<file path="src/rtl/alu_pkg.sv">
// Shared ALUFun codes, MIPS opcode/funct constants, the decoded control bundle
// and the immediate-extension helper used by the issue stage.
package alu_pkg;

  localparam int DW = 32;

  localparam logic [5:0] FUN_ADD   = 6'b000000;
  localparam logic [5:0] FUN_SUB   = 6'b000001;
  localparam logic [5:0] FUN_AND   = 6'b011000;
  localparam logic [5:0] FUN_OR    = 6'b011110;
  localparam logic [5:0] FUN_XOR   = 6'b010110;
  localparam logic [5:0] FUN_NOR   = 6'b010001;
  localparam logic [5:0] FUN_PASSA = 6'b011010;
  localparam logic [5:0] FUN_SLL   = 6'b100000;
  localparam logic [5:0] FUN_SRL   = 6'b100001;
  localparam logic [5:0] FUN_SRA   = 6'b100011;
  localparam logic [5:0] FUN_EQ    = 6'b110011;
  localparam logic [5:0] FUN_NEQ   = 6'b110001;
  localparam logic [5:0] FUN_LT    = 6'b110101;
  localparam logic [5:0] FUN_LEZ   = 6'b111101;
  localparam logic [5:0] FUN_LTZ   = 6'b111011;
  localparam logic [5:0] FUN_GTZ   = 6'b111111;

  localparam logic [5:0] OP_RTYPE  = 6'h00;
  localparam logic [5:0] OP_REGIMM = 6'h01;
  localparam logic [5:0] OP_BEQ    = 6'h04;
  localparam logic [5:0] OP_BNE    = 6'h05;
  localparam logic [5:0] OP_BLEZ   = 6'h06;
  localparam logic [5:0] OP_BGTZ   = 6'h07;
  localparam logic [5:0] OP_ADDI   = 6'h08;
  localparam logic [5:0] OP_ADDIU  = 6'h09;
  localparam logic [5:0] OP_SLTI   = 6'h0A;
  localparam logic [5:0] OP_SLTIU  = 6'h0B;
  localparam logic [5:0] OP_ANDI   = 6'h0C;
  localparam logic [5:0] OP_ORI    = 6'h0D;
  localparam logic [5:0] OP_XORI   = 6'h0E;
  localparam logic [5:0] OP_LUI    = 6'h0F;
  localparam logic [5:0] OP_LW     = 6'h23;
  localparam logic [5:0] OP_SW     = 6'h2B;

  localparam logic [5:0] FN_SLL    = 6'h00;
  localparam logic [5:0] FN_SRL    = 6'h02;
  localparam logic [5:0] FN_SRA    = 6'h03;
  localparam logic [5:0] FN_SLLV   = 6'h04;
  localparam logic [5:0] FN_SRLV   = 6'h06;
  localparam logic [5:0] FN_SRAV   = 6'h07;
  localparam logic [5:0] FN_ADD    = 6'h20;
  localparam logic [5:0] FN_ADDU   = 6'h21;
  localparam logic [5:0] FN_SUB    = 6'h22;
  localparam logic [5:0] FN_SUBU   = 6'h23;
  localparam logic [5:0] FN_AND    = 6'h24;
  localparam logic [5:0] FN_OR     = 6'h25;
  localparam logic [5:0] FN_XOR    = 6'h26;
  localparam logic [5:0] FN_NOR    = 6'h27;
  localparam logic [5:0] FN_SLT    = 6'h2A;
  localparam logic [5:0] FN_SLTU   = 6'h2B;

  typedef struct packed {
    logic [5:0]    alu_fun;
    logic          sign;
    logic [DW-1:0] a;
    logic [DW-1:0] b;
    logic [4:0]    wr_reg;
    logic          reg_write;
    logic          branch;
    logic          illegal;
  } dec_t;

  function automatic logic [DW-1:0] ext16(input logic [15:0] imm, input logic sext);
    return sext ? {{16{imm[15]}}, imm} : {16'b0, imm};
  endfunction

endpackage

</file>
<file path="src/rtl/alu_fun_decoder.sv">
// Combinational decode of one MIPS instruction into the ALU control and
// operand bundle; nothing here is registered.
module alu_fun_decoder
  import alu_pkg::*;
(
  input  logic [DW-1:0] instr_i,
  input  logic [DW-1:0] rs_data_i,
  input  logic [DW-1:0] rt_data_i,
  output dec_t          dec_o
);

  logic [5:0]  op;
  logic [5:0]  fn;
  logic [4:0]  rt;
  logic [4:0]  rd;
  logic [4:0]  shamt;
  logic [15:0] imm;
  logic        bad;
  dec_t        dec;

  assign op    = instr_i[31:26];
  assign rt    = instr_i[20:16];
  assign rd    = instr_i[15:11];
  assign shamt = instr_i[10:6];
  assign fn    = instr_i[5:0];
  assign imm   = instr_i[15:0];

  always_comb begin
    dec         = '0;
    bad         = 1'b0;
    dec.a       = rs_data_i;
    dec.reg_write = 1'b1;
    if (op == OP_RTYPE) begin
      dec.wr_reg = rd;
      dec.b      = rt_data_i;
      case (fn)
        FN_ADD:  begin dec.alu_fun = FUN_ADD; dec.sign = 1'b1; end
        FN_ADDU: dec.alu_fun = FUN_ADD;
        FN_SUB:  begin dec.alu_fun = FUN_SUB; dec.sign = 1'b1; end
        FN_SUBU: dec.alu_fun = FUN_SUB;
        FN_AND:  dec.alu_fun = FUN_AND;
        FN_OR:   dec.alu_fun = FUN_OR;
        FN_XOR:  dec.alu_fun = FUN_XOR;
        FN_NOR:  dec.alu_fun = FUN_NOR;
        FN_SLT:  begin dec.alu_fun = FUN_LT; dec.sign = 1'b1; end
        FN_SLTU: dec.alu_fun = FUN_LT;
        FN_SLL:  begin dec.alu_fun = FUN_SLL; dec.a = {27'b0, shamt}; end
        FN_SRL:  begin dec.alu_fun = FUN_SRL; dec.a = {27'b0, shamt}; end
        FN_SRA:  begin dec.alu_fun = FUN_SRA; dec.a = {27'b0, shamt}; end
        FN_SLLV: begin dec.alu_fun = FUN_SLL; dec.a = {27'b0, rs_data_i[4:0]}; end
        FN_SRLV: begin dec.alu_fun = FUN_SRL; dec.a = {27'b0, rs_data_i[4:0]}; end
        FN_SRAV: begin dec.alu_fun = FUN_SRA; dec.a = {27'b0, rs_data_i[4:0]}; end
        default: bad = 1'b1;
      endcase
    end else begin
      dec.wr_reg = rt;
      case (op)
        OP_ADDI:  begin dec.alu_fun = FUN_ADD; dec.sign = 1'b1; dec.b = ext16(imm, 1'b1); end
        OP_ADDIU: begin dec.alu_fun = FUN_ADD; dec.b = ext16(imm, 1'b1); end
        OP_SLTI:  begin dec.alu_fun = FUN_LT; dec.sign = 1'b1; dec.b = ext16(imm, 1'b1); end
        OP_SLTIU: begin dec.alu_fun = FUN_LT; dec.b = ext16(imm, 1'b1); end
        OP_ANDI:  begin dec.alu_fun = FUN_AND; dec.b = ext16(imm, 1'b0); end
        OP_ORI:   begin dec.alu_fun = FUN_OR; dec.b = ext16(imm, 1'b0); end
        OP_XORI:  begin dec.alu_fun = FUN_XOR; dec.b = ext16(imm, 1'b0); end
        OP_LUI:   begin dec.alu_fun = FUN_SLL; dec.a = 32'd16; dec.b = ext16(imm, 1'b0); end
        OP_LW:    begin dec.alu_fun = FUN_ADD; dec.sign = 1'b1; dec.b = ext16(imm, 1'b1); end
        OP_SW: begin
          dec.alu_fun = FUN_ADD; dec.sign = 1'b1; dec.b = ext16(imm, 1'b1);
          dec.reg_write = 1'b0;
        end
        // Branches compare rs against rt or against zero; B stays 0 for the zero forms.
        OP_BEQ:  begin dec.alu_fun = FUN_EQ;  dec.b = rt_data_i; dec.branch = 1'b1; end
        OP_BNE:  begin dec.alu_fun = FUN_NEQ; dec.b = rt_data_i; dec.branch = 1'b1; end
        OP_BLEZ: begin dec.alu_fun = FUN_LEZ; dec.branch = 1'b1; end
        OP_BGTZ: begin dec.alu_fun = FUN_GTZ; dec.branch = 1'b1; end
        OP_REGIMM: begin
          if (rt == 5'd0) begin
            dec.alu_fun = FUN_LTZ;
            dec.branch  = 1'b1;
          end else begin
            bad = 1'b1;
          end
        end
        default: bad = 1'b1;
      endcase
      if (dec.branch) begin
        dec.sign      = 1'b1;
        dec.reg_write = 1'b0;
      end
    end
    if (dec.wr_reg == 5'd0) dec.reg_write = 1'b0;
    if (bad) begin
      dec         = '0;
      dec.illegal = 1'b1;
    end
  end

  assign dec_o = dec;

endmodule

</file>
<file path="src/rtl/alu_issue_stage.sv">
// ID/EX boundary for the ALU: registers the decoded bundle with
// reset > flush > stall > load priority; an empty slot loads as a bubble.
module alu_issue_stage
  import alu_pkg::*;
#(
  parameter int XLEN = 32
) (
  input  logic            clk,
  input  logic            reset,
  input  logic            in_valid,
  input  logic [XLEN-1:0] instr,
  input  logic [XLEN-1:0] rs_data,
  input  logic [XLEN-1:0] rt_data,
  input  logic            stall,
  input  logic            flush,
  output logic            ex_valid,
  output logic [5:0]      ex_alu_fun,
  output logic            ex_sign,
  output logic [XLEN-1:0] ex_a,
  output logic [XLEN-1:0] ex_b,
  output logic [4:0]      ex_wr_reg,
  output logic            ex_reg_write,
  output logic            ex_branch,
  output logic            ex_illegal
);

  dec_t dec;
  dec_t ex_d, ex_q;
  logic valid_d, valid_q;

  alu_fun_decoder u_dec (
    .instr_i   (instr),
    .rs_data_i (rs_data),
    .rt_data_i (rt_data),
    .dec_o     (dec)
  );

  always_comb begin
    valid_d = valid_q;
    ex_d    = ex_q;
    if (flush || (!stall && !in_valid)) begin
      valid_d = 1'b0;
      ex_d    = '0;
    end else if (!stall) begin
      valid_d = 1'b1;
      ex_d    = dec;
    end
  end

  always_ff @(posedge clk) begin
    if (reset) begin
      valid_q <= 1'b0;
      ex_q    <= '0;
    end else begin
      valid_q <= valid_d;
      ex_q    <= ex_d;
    end
  end

  assign ex_valid     = valid_q;
  assign ex_alu_fun   = ex_q.alu_fun;
  assign ex_sign      = ex_q.sign;
  assign ex_a         = ex_q.a;
  assign ex_b         = ex_q.b;
  assign ex_wr_reg    = ex_q.wr_reg;
  assign ex_reg_write = ex_q.reg_write;
  assign ex_branch    = ex_q.branch;
  assign ex_illegal   = ex_q.illegal;

endmodule

</file>
<file path="config.mk">
export PLATFORM = sky130hd
export DESIGN_NAME = alu_issue_stage
export DESIGN_NICKNAME = d
export VERILOG_FILES = /design/src/rtl/alu_pkg.sv /design/src/rtl/alu_fun_decoder.sv /design/src/rtl/alu_issue_stage.sv
export SDC_FILE = /design/constraint.sdc
export NUM_CORES = 1
export LEC_CHECK = 0
export CORE_MARGIN = 2
export CORE_UTILIZATION = 45
export DETAILED_ROUTE_END_ITERATION = 6
export PLACE_DENSITY = 0.82
export SETUP_SLACK_MARGIN = 0.4
export SYNTH_ARGS = -nofsm -noshare
export SYNTH_HDL_FRONTEND = slang
export SYNTH_HIERARCHICAL = 1
export SYNTH_SLANG_ARGS = --single-unit
</file>
<file path="constraint.sdc">
create_clock -name clk -period 3 [get_ports clk]
set_input_delay 0.75 -clock clk [delete_from_list [all_inputs] [get_ports clk]]
set_output_delay 0.75 -clock clk [all_outputs]
set_load 0.03 [all_outputs]
</file>
### After elaboration in Yosys (flattened, before gate mapping)

Cells that the tools add are included.

| word-level totals | value |
|---|---|
| register bits after elaboration | 80 |
| bits of input ports | 101 |
| output and inout port bits | 80 |
| word-level logic and storage cells | 86 |

| operators by class | value |
|---|---|
| eq/ne operators | 30 |
| multiplexer cells | 22 |
| reduce and logical (&&, ||, !) cells | 25 |

Operator list:

| operator | number |
|---|---|
| one-hot mux 32 bit (3 select lines) | 1 |
| two-way mux 79 bit | 1 |
| two-way mux 76 bit | 1 |
| equality test 6 bit (second input constant) | 12 |
| one-hot mux 32 bit (2 select lines) | 1 |
| one-hot mux 6 bit (10 select lines) | 1 |
| one-hot mux 6 bit (9 select lines) | 1 |
| equality test 6 x 4 -> 1 bit (second input constant) | 8 |
| equality test 6 x 3 -> 1 bit (second input constant) | 7 |
| two-way mux 32 bit | 1 |
| OR reduction 16 bit | 1 |
| OR reduction 2 bit | 8 |
| OR reduction 14 bit | 1 |
| equality test 6 x 2 -> 1 bit (second input constant) | 2 |
| zero test 6 bit | 2 |
| OR reduction 4 bit | 3 |
| two-way mux 1 bit | 11 |
| zero test 5 bit | 2 |
| OR reduction 3 bit | 3 |
| equality test 6 x 1 -> 1 bit (second input constant) | 1 |
| two-way mux 6 bit | 1 |
| OR reduction 6 bit | 1 |
| one-hot mux 1 bit (2 select lines) | 2 |
| zero test 1 bit | 2 |
| other kinds (3) | 3 |

### Depth between registers and ports, before layout

Gate-level depths: netlist of the first run.

| logic depth | value |
|---|---|
| depth in word-level cells | 9 |
| gate-level depth with buffers | 9 |

### Hierarchy

The synthesis of the first run kept the hierarchy.

By module, submodules not included:

| module | instances | cells each | area each (µm²) | sequential area each (µm²) |
|---|---|---|---|---|
| alu_issue_stage | 1 | 355 | 3,159.3 | 1,601.5 |
| alu_fun_decoder | 1 | 277 | 1,505.2 | 0.0 |

### Least setup slack after synthesis of the first run

OpenSTA, ideal clock, no wires.

| path | value |
|---|---|
| kind | input to register |
| start | input port instr[29] |
| end | register ex_q, in the netlist ex_illegal |
| setup time | 0.070 ns |
| arrival time | 2.308 ns |
| slack | 0.623 ns |
| stages | 9 |
| path buffers | 3 |
| path through | clkbuf_1 > nor3_1 > nand2_1 > nor2_2 > o2bb2ai_2 > buf_2 > buf_4 > nand3b_1 > a21oi_1 |

RTL lines:

| item | RTL line | RTL |
|---|---|---|
| from (decl) | alu_issue_stage.sv:11 | `input logic [XLEN-1:0] instr,` |
| to (signal assigned) | alu_issue_stage.sv:53 | `ex_q <= '0;` |
| to (signal assigned) | alu_issue_stage.sv:56 | `ex_q <= ex_d;` |
| to (decl) | alu_issue_stage.sv:28 | `dec_t ex_d, ex_q;` |

==> results of run 1 <==
-- synth_stat cells, types with 2 or more instances --
| library cell | number | share of area, % |
|---|---|---|
| sky130_fd_sc_hd__nor3_1 | 22 | 2.4 |
| sky130_fd_sc_hd__nor2_2 | 2 | 0.27 |
| sky130_fd_sc_hd__dfxtp_1 | 80 | 34 |
| sky130_fd_sc_hd__o21ai_0 | 10 | 1.1 |
| sky130_fd_sc_hd__clkbuf_1 | 20 | 1.6 |
| sky130_fd_sc_hd__and3_1 | 4 | 0.54 |
| sky130_fd_sc_hd__a22oi_1 | 16 | 2.6 |
| sky130_fd_sc_hd__o21bai_1 | 2 | 0.32 |
| sky130_fd_sc_hd__nor4_1 | 3 | 0.40 |
| sky130_fd_sc_hd__nor2b_1 | 3 | 0.40 |
| sky130_fd_sc_hd__o31ai_1 | 2 | 0.32 |
| sky130_fd_sc_hd__mux2i_1 | 3 | 0.64 |
| sky130_fd_sc_hd__or2_1 | 2 | 0.27 |
| sky130_fd_sc_hd__buf_6 | 12 | 2.9 |
| sky130_fd_sc_hd__nor3_2 | 11 | 2.4 |
| sky130_fd_sc_hd__nand2b_1 | 4 | 0.54 |
| sky130_fd_sc_hd__nor2_1 | 27 | 2.2 |
| sky130_fd_sc_hd__nand2_1 | 146 | 12 |
| sky130_fd_sc_hd__a21oi_1 | 118 | 13 |
| sky130_fd_sc_hd__buf_2 | 27 | 2.9 |
| sky130_fd_sc_hd__nand3b_1 | 86 | 14 |
| sky130_fd_sc_hd__inv_1 | 5 | 0.40 |
| sky130_fd_sc_hd__buf_4 | 2 | 0.32 |
| sky130_fd_sc_hd__nand3_1 | 2 | 0.21 |
-- cell type report --
type	instances	share of cell area, %
clock inverter	5	0.919
clock buffer	11	2.04
multi-input combinational	483	39.6
tap	136	2.45
timing repair buffer	212	31.7
sequential	80	23.1
inverter	5	0.270
-- report_power, final --
group          internal [mW]  switching, mW  total, mW  leakage, nW
logic                  0.238          0.228      0.466         1.55
clock network          0.414          0.417      0.830        0.100
registers               1.07        0.00316       1.07        0.645
-- path summary, 6_finish.rpt --
path	start	end	slack (ns)	depth (start not counted)
max reg2reg	ex_a[6]	ex_a[6]	2.33	2
min	ex_a[24]	ex_a[24]	0.46	2
min reg2reg	ex_a[24]	ex_a[24]	0.46	2
max	instr[17]	ex_a[23]	0.44	10
-- per-stage QoR --
stage	util, %	total power [mW]
final	68.2	2.37
after CTS	66.9	2.37
after detailed placement	63.8	1.52
after global placement	63.8	1.51
after global routing	68.2	2.47
after floorplan	-	1.33
-- worst reg2reg max path: cells and delay by family, from the launching register on --
kind,cells,cell delay [ns]
AOI/OAI and AO/OA,1,0.16
DFF,1,0.37
and+or+nand+nor,1,0.09
-- placed cells by master (no fill, tap or decap), drive strengths merged, types with 2 or more instances in the layout --
cell type      synthesis  routed
clkdlybuf4s50          0     168
nand2                146     146
a21oi                119     119
nand3b                86      86
dfxtp                 80      80
buf                   42      38
nor3                  33      33
nor2                  29      29
a22oi                 16      16
clkbuf                22      12
o21ai                 10      10
inv                    5       6
dlygate4sd2            0       4
nand2b                 4       4
and3                   4       4
mux2i                  3       3
nor2b                  3       3
or2                    3       3
nor4                   3       3
clkinv                 0       2
o21bai                 2       2
o31ai                  2       2
nand3                  2       2
or4                    2       2
-- cells by family (layout without fill, tap and decap cells) --
group	after synthesis	in the layout	synth area share, %
and+or+nand+nor	318	318	36.1
DFF	80	80	34.3
AOI/OAI and AO/OA	161	161	19.8
xor gates and xnor gates	1	1	0.188
muxes	3	3	0.644
buffers and inverters	69	233	8.91
-- what timing repair did --
action	4_1_cts	5_1_grt
setup buffers	2	2
resized for setup	13	16
cloned	3	1
pin swaps	6	12
endpoints found under the setup margin	24	51
-- per-layer routing --
layer  wire, um  GRT usage (%)  part of all wire [%]  vias up
li1           -              -                     -     2505
met1       6310           33.5                    42     2399
met2       7520           45.7                    50      217
met3        927           4.27                   6.1       35
met4        403           9.02                   2.7        0
met5          0              0                     0        -
==> results.txt, run 1 <==
- Hold buffer count at cts: 0
* DRC: 0
* Maximum level of the CTS H-tree: 3
- # IOs: 181
- Core footprint: 0.0102 mm2
* Count of final max-slew check failures: 0
- The worst setup path is captured at a flip-flop.
* FMAX: 390 MHz
* Vias: 5156
* Slowest cell on the critical path: sky130_fd_sc_hd__or4_4
- The floorplan step defined a die boundary enclosing 0.0112 mm2.
* Die Span Y: 106 um
- For the final database, setup skew stands at 0 ns.
- Overall global routing resource usage: 26.5%
- Measured along the x axis, the die boundary spans 106 um.
* Antenna diodes: 0
- Of the available clock period, the critical path in the final layout requires 85.4%.
- Wires add up to 15200 um.
- Hold timing on the final database bottoms out at a slack of 0.465 ns.
* Post-synth design cell area: 0.00466 mm2
* Class of the most critical setup path: in -> reg
* Hpwl dp: 10100 um
* Clock insertion delay at the later pin of the skew report: 0.34 ns
- Mean area per synthesized cell: 7.38 um2
* Total number of placement rows: 37
- The number of clock buffers added by TritonCTS is 9.
- The kind of cell with the highest combined delay along the critical path is simple AND/OR/NAND/NOR gates.
- The run finished with clean final reports.
- WL per Instance: 16.3 um
- Clock transition at the registers of the reported paths: 0.09 ns
- Antenna violation net count after detailed routing: 0
- Final cell count without fillers: 932
* Layout filler cell count: 885
- Largest net degree at the start of global routing: 76
- After the last flow step, the layout net total stands at 892.
* EDFF count, synth: 0
- STA classifies the critical path startpoint as an input pin.
* # clock sinks: 80
- Syn. warnings: 6
* Max-capacitance violation count: 0
- Crit path largest cell delay: 0.56 ns
* Number of nets produced by synthesis: 733
* Critical path cell sequence: dlygate4sd2_1, or4_4, or2_4, a21oi_4, o2bb2ai_4, buf_12, buf_16, nor3_2, nand3b_1, a21oi_1
* Bufs on Longest Clock Path: 2
* Hold Fails Final Rpt: 0
- In the synthesized netlist, the number of instances is 632.
- The number of global-route vias before repair came to 4921.
- The initial antenna violation count is 0.
* Setup repair after global routing missed its margin: false
- Maximum resistive drop on vdd: 0.242 mV
- The number of different library cells used by synthesis comes to 47.
- For this run, the register share of the synthesized area comes to 34.3%.
* Period minus WS final: 2.56 ns
* Layout cell share with drive strength beyond 1: 11.4%
- STA puts the critical path data arrival time at 2.84 ns.
* Via-to-Cell Ratio: 5.53
- The first global-routing pass estimated 24100 um of wire.
- The multi-input combinational cells in the finished layout cover a total of 0.00275 mm2.
- Effective utilization at floorplan: 45.8%
- Of all nets on the critical path, the largest fanout is 14.
* Total leakage power: 2.30 nW
- Hold Path Class: reg -> reg
- DRT Pass-1 Iters: 5
- Routability-driven placement finished with a final weighted congestion of 0.888.
* Worst Path Buf+Inv: 3
- In this run the power density over the cells is 341 mW/mm2.
- Total grt overflow: 0
* Clock tree from TritonCTS: yes
* Critical path data required time: 3.28 ns
- The first routing iteration left 395 violations.
* Number of port buffers: 175
- Cell area after placement: 0.00650 mm2
- Slew headroom: 50.5%
- Post-route cell area: 0.00694 mm2
- Root buffer cell: sky130_fd_sc_hd__clkbuf_8
* Synthesized flop and latch total: 80
- Placed cell count: 908
- Ys flop type: sky130_fd_sc_hd__dfxtp_1
* Synthesis-to-layout area growth: 48.9%
- Setup violations remaining at the end of the flow were counted as 0.
* Storage element area: 0.00160 mm2
* Post-Place Worst Slack: -0.0297 ns
- For this run, asynchronously set or reset flops after synthesis account for 0%.
* Total Negative Setup Slacks: 0 ns
* Worst slew pin tran: 0.743 ns
- After layout, the worst setup slack is 0.438 ns.
(Power assumes the default switching activity.)
==> run 2, diff against run 1 <==
--- a/config.mk
+++ b/config.mk
@@ -8,7 +8,8 @@
 export CORE_MARGIN = 2
 export CORE_UTILIZATION = 45
 export DETAILED_ROUTE_END_ITERATION = 6
-export PLACE_DENSITY = 0.82
+export GPL_TIMING_DRIVEN = 1
+export PLACE_DENSITY = 0.86
 export SETUP_SLACK_MARGIN = 0.4
 export SYNTH_ARGS = -nofsm -noshare
 export SYNTH_HDL_FRONTEND = slang
==> run 2 against run 1 <==
  * Register-to-register slack better by 0.03 ns
  * Critical endpoint is now ex_a[15]
  * Non-clock buffer count up 1
  * First-iteration DRC count is 14% higher
  * Critical path depth stayed put
==> results.txt, run 2 (synthesized netlist as in run 1, its figures left out) <==
* Drt total wl: 15200 um (+0.44%)
- Worst endpoint data arrival time: 2.81 ns (-0.03 ns)
* CP Max Fanout: 8 (-6)
* Bufs on Longest Clock Path: 2 (unchanged)
- The average via count per standard cell was 5.52 (-0.17%).
* FMAX: 395 MHz (+1.3%)
- Overall global routing resource usage: 25.4% (-1.0 points)
- Post-layout utilization of the core: 68.3% (+0.098 points)
* Category of cells accounting for the largest share of critical-path delay: simple AND/OR/NAND/NOR gates
- Number of logic stages on the critical path including buffering: 10 (unchanged)
* Initial drt markers: 450 (+14%)
* Number of nets in the finished design: 893 (+0.11%)
- The setup slack of the worst register-to-register path came to 2.36 ns (+0.03 ns).
- Critical path cell sequence: dlygate4sd2_1, or4_4, or2_4, a21oi_4, o2bb2ai_4, buf_12, buf_16, nor3_2, nand3b_1, a21oi_2
- The area growth from synthesis to layout is 49.1%.
- Cts bufs inserted: 9 (unchanged)
- The area enclosed by the die boundary came to 0.0112 mm2 (unchanged).
- Die Span Y: 106 um (unchanged)
- Antenna diodes: 0 (unchanged)
- Share of the clock period used by the worst path after layout: 84.3% (-1.1 points)
* Width of the die: 106 um (unchanged)
* Total leakage power: 2.33 nW (+1.3%)
- The global route total overflow is 0 (unchanged).
* Status: complete, no violations
- The number of vias after detailed routing came to 5153 (-0.058%).
- Total number of placement rows: 37 (unchanged)
- The worst IR drop on VDD came to 0.255 mV (+5.5%).
* Layout cell share with drive strength beyond 1: 11.2% (-0.27 points)
- Period minus WS final: 2.53 ns (-0.0321 ns)
- The depth of the worst register-to-register path is 2 (unchanged).
- The HPWL reported at the end of detailed placement is 10500 um (+3.8%).
* WL per Instance: 16.3 um (+0.33%)
- The required time reported for the critical path endpoint was 3.28 ns (about the same).
* Post-route cell area: 0.00695 mm2 (+0.14%)
- The iteration count of the initial detailed-routing pass came to 5 (unchanged).
* Min setup slack post-route: 0.470 ns (+0.0321 ns)
* Hold Path Class: reg -> reg
- The slew at the pin closest to its max-slew limit is 0.625 ns (-0.118 ns).
- TritonCTS built the clock tree.
- Clock Skews: 0 ns (unchanged)
* Clock insertion delay at the later pin of the skew report: 0.34 ns (about the same)
* Power density relative to cell area: 341 mW/mm2 (+0.19%)
- DRC: 0 (unchanged)
- Slew headroom: 58.3% (+7.9 points)
- On the critical path, the stage with the largest delay is an instance of sky130_fd_sc_hd__or4_4.
* Vias in the first global route: 4744 (-3.6%)
- The placed standard-cell area was 0.00650 mm2 (about the same).
- Commonest non-fill, non-tap cells in the layout: sky130_fd_sc_hd__clkdlybuf4s50_1, sky130_fd_sc_hd__nand2_1, sky130_fd_sc_hd__a21oi_1
- The number of setup violations in the final report is 0 (unchanged).
* Largest net degree at the start of global routing: 78 (+2.6%)
* Initial antenna violation count: 0 (unchanged)
- Max-capacitance violation count: 0 (unchanged)
* Reg-to-Reg End: ex_a[22]
- The depth of the worst hold-timing path was 2 (unchanged).
- The effective utilization at floorplan was 45.8% (unchanged).
- Setup repair after global routing missed its margin: true
- Hold buffer count at cts: 0 (unchanged)
- Critical Path End Type: flip-flop
- Core footprint: 0.0102 mm2 (unchanged)
- RR Startpoint: ex_a[22]
* Routability Congestion: 0.886 (-0.28%)
* Maximum level of the CTS H-tree: 3 (unchanged)
* # IOs: 181 (unchanged)
- The startpoint identified for the worst hold timing path is ex_b[0].
- Global-route wire length before repair: 23400 um (-2.8%)
- Post-Place Worst Slack: -0.0935 ns (-0.0638 ns)
* Clock transition at the registers of the reported paths: 0.09 ns (about the same)
- Worst Path Buf+Inv: 3 (unchanged)
- Class of the most critical setup path: in -> reg
- End point of the worst hold path: ex_b[0]
* Hold Fails Final Rpt: 0 (unchanged)
- The number of clock sinks came to 80 (unchanged).
- Antenna violation net count after detailed routing: 0 (unchanged)
- Count of final max-slew check failures: 0 (unchanged)
- Worst setup SP type: input pin
- Most frequent standard cell in the layout excluding fill and tap cells: sky130_fd_sc_hd__clkdlybuf4s50_1
- The total of buffers placed on input and output ports was 175 (unchanged).
- Root buffer cell: sky130_fd_sc_hd__clkbuf_8
* Crit path largest cell delay: 0.49 ns (-0.07 ns)
## run 2: where the power goes
group,switching (mW),leakage (nW),internal (mW)
Sequential,0.00325,0.645,1.07
Combinational,0.230,1.58,0.234
Clock,0.419,0.105,0.421
## run 2: routing by layer
layer,global-route usage (%),vias up,share of wire (%)
li1,-,2502,-
met1,33.7,2388,42
met2,43.4,236,49
met3,3.46,27,7.4
met4,6.95,0,1.9
met5,0,-,0
## run 2: layout make-up
cell class | count | area, um2
Tap cell | 136 | 170
Clock buffer | 10 | 138
Multi-Input combinational cell | 483 | 2750
Clock inverter | 6 | 75.1
Sequential cell | 80 | 1600
Fill cell | 853 | 3230
Inverter | 5 | 18.8
Timing Repair Buffer | 213 | 2200
## run 2: metrics by stage
step	std cells	setup TNS [ns]	power (mW)	hold slack [ns]
finish	933	0	2.37	0.464
global route	933	0	2.47	0.484
CTS	930	0	2.38	0.466
detailed placement	910	-1.17	1.52	0.453
global placement	910	-0.0985	1.51	0.446
floorplan	632	0	1.33	0.576
## run 2: tightest hold or removal path, delay by kind of cell (launching register included)
| kind | cells | cell delay (ns) |
|---|---|---|
| AOI/OAI and AO/OA | 1 | 0.05 |
| DFF | 1 | 0.32 |
| and+or+nand+nor | 1 | 0.06 |
## run 2: worst max-delay path by stage
stage | startpoint | to
3_3_place_gp | instr[17] | ex_a[29]
6_report | instr[19] | ex_a[15]
2_1_floorplan | instr[29] | ex_illegal
4_1_cts | instr[19] | ex_wr_reg[1]
3_5_place_dp | instr[17] | ex_a[13]
5_1_grt | instr[1] | ex_a[2]
## run 2: timing repair
item                                    CTS  global route
endpoints found under the setup margin   46            54
pin swaps                                18            10
setup buffers                             2             1
gates cloned                              2             2
gates resized for setup                  10            22
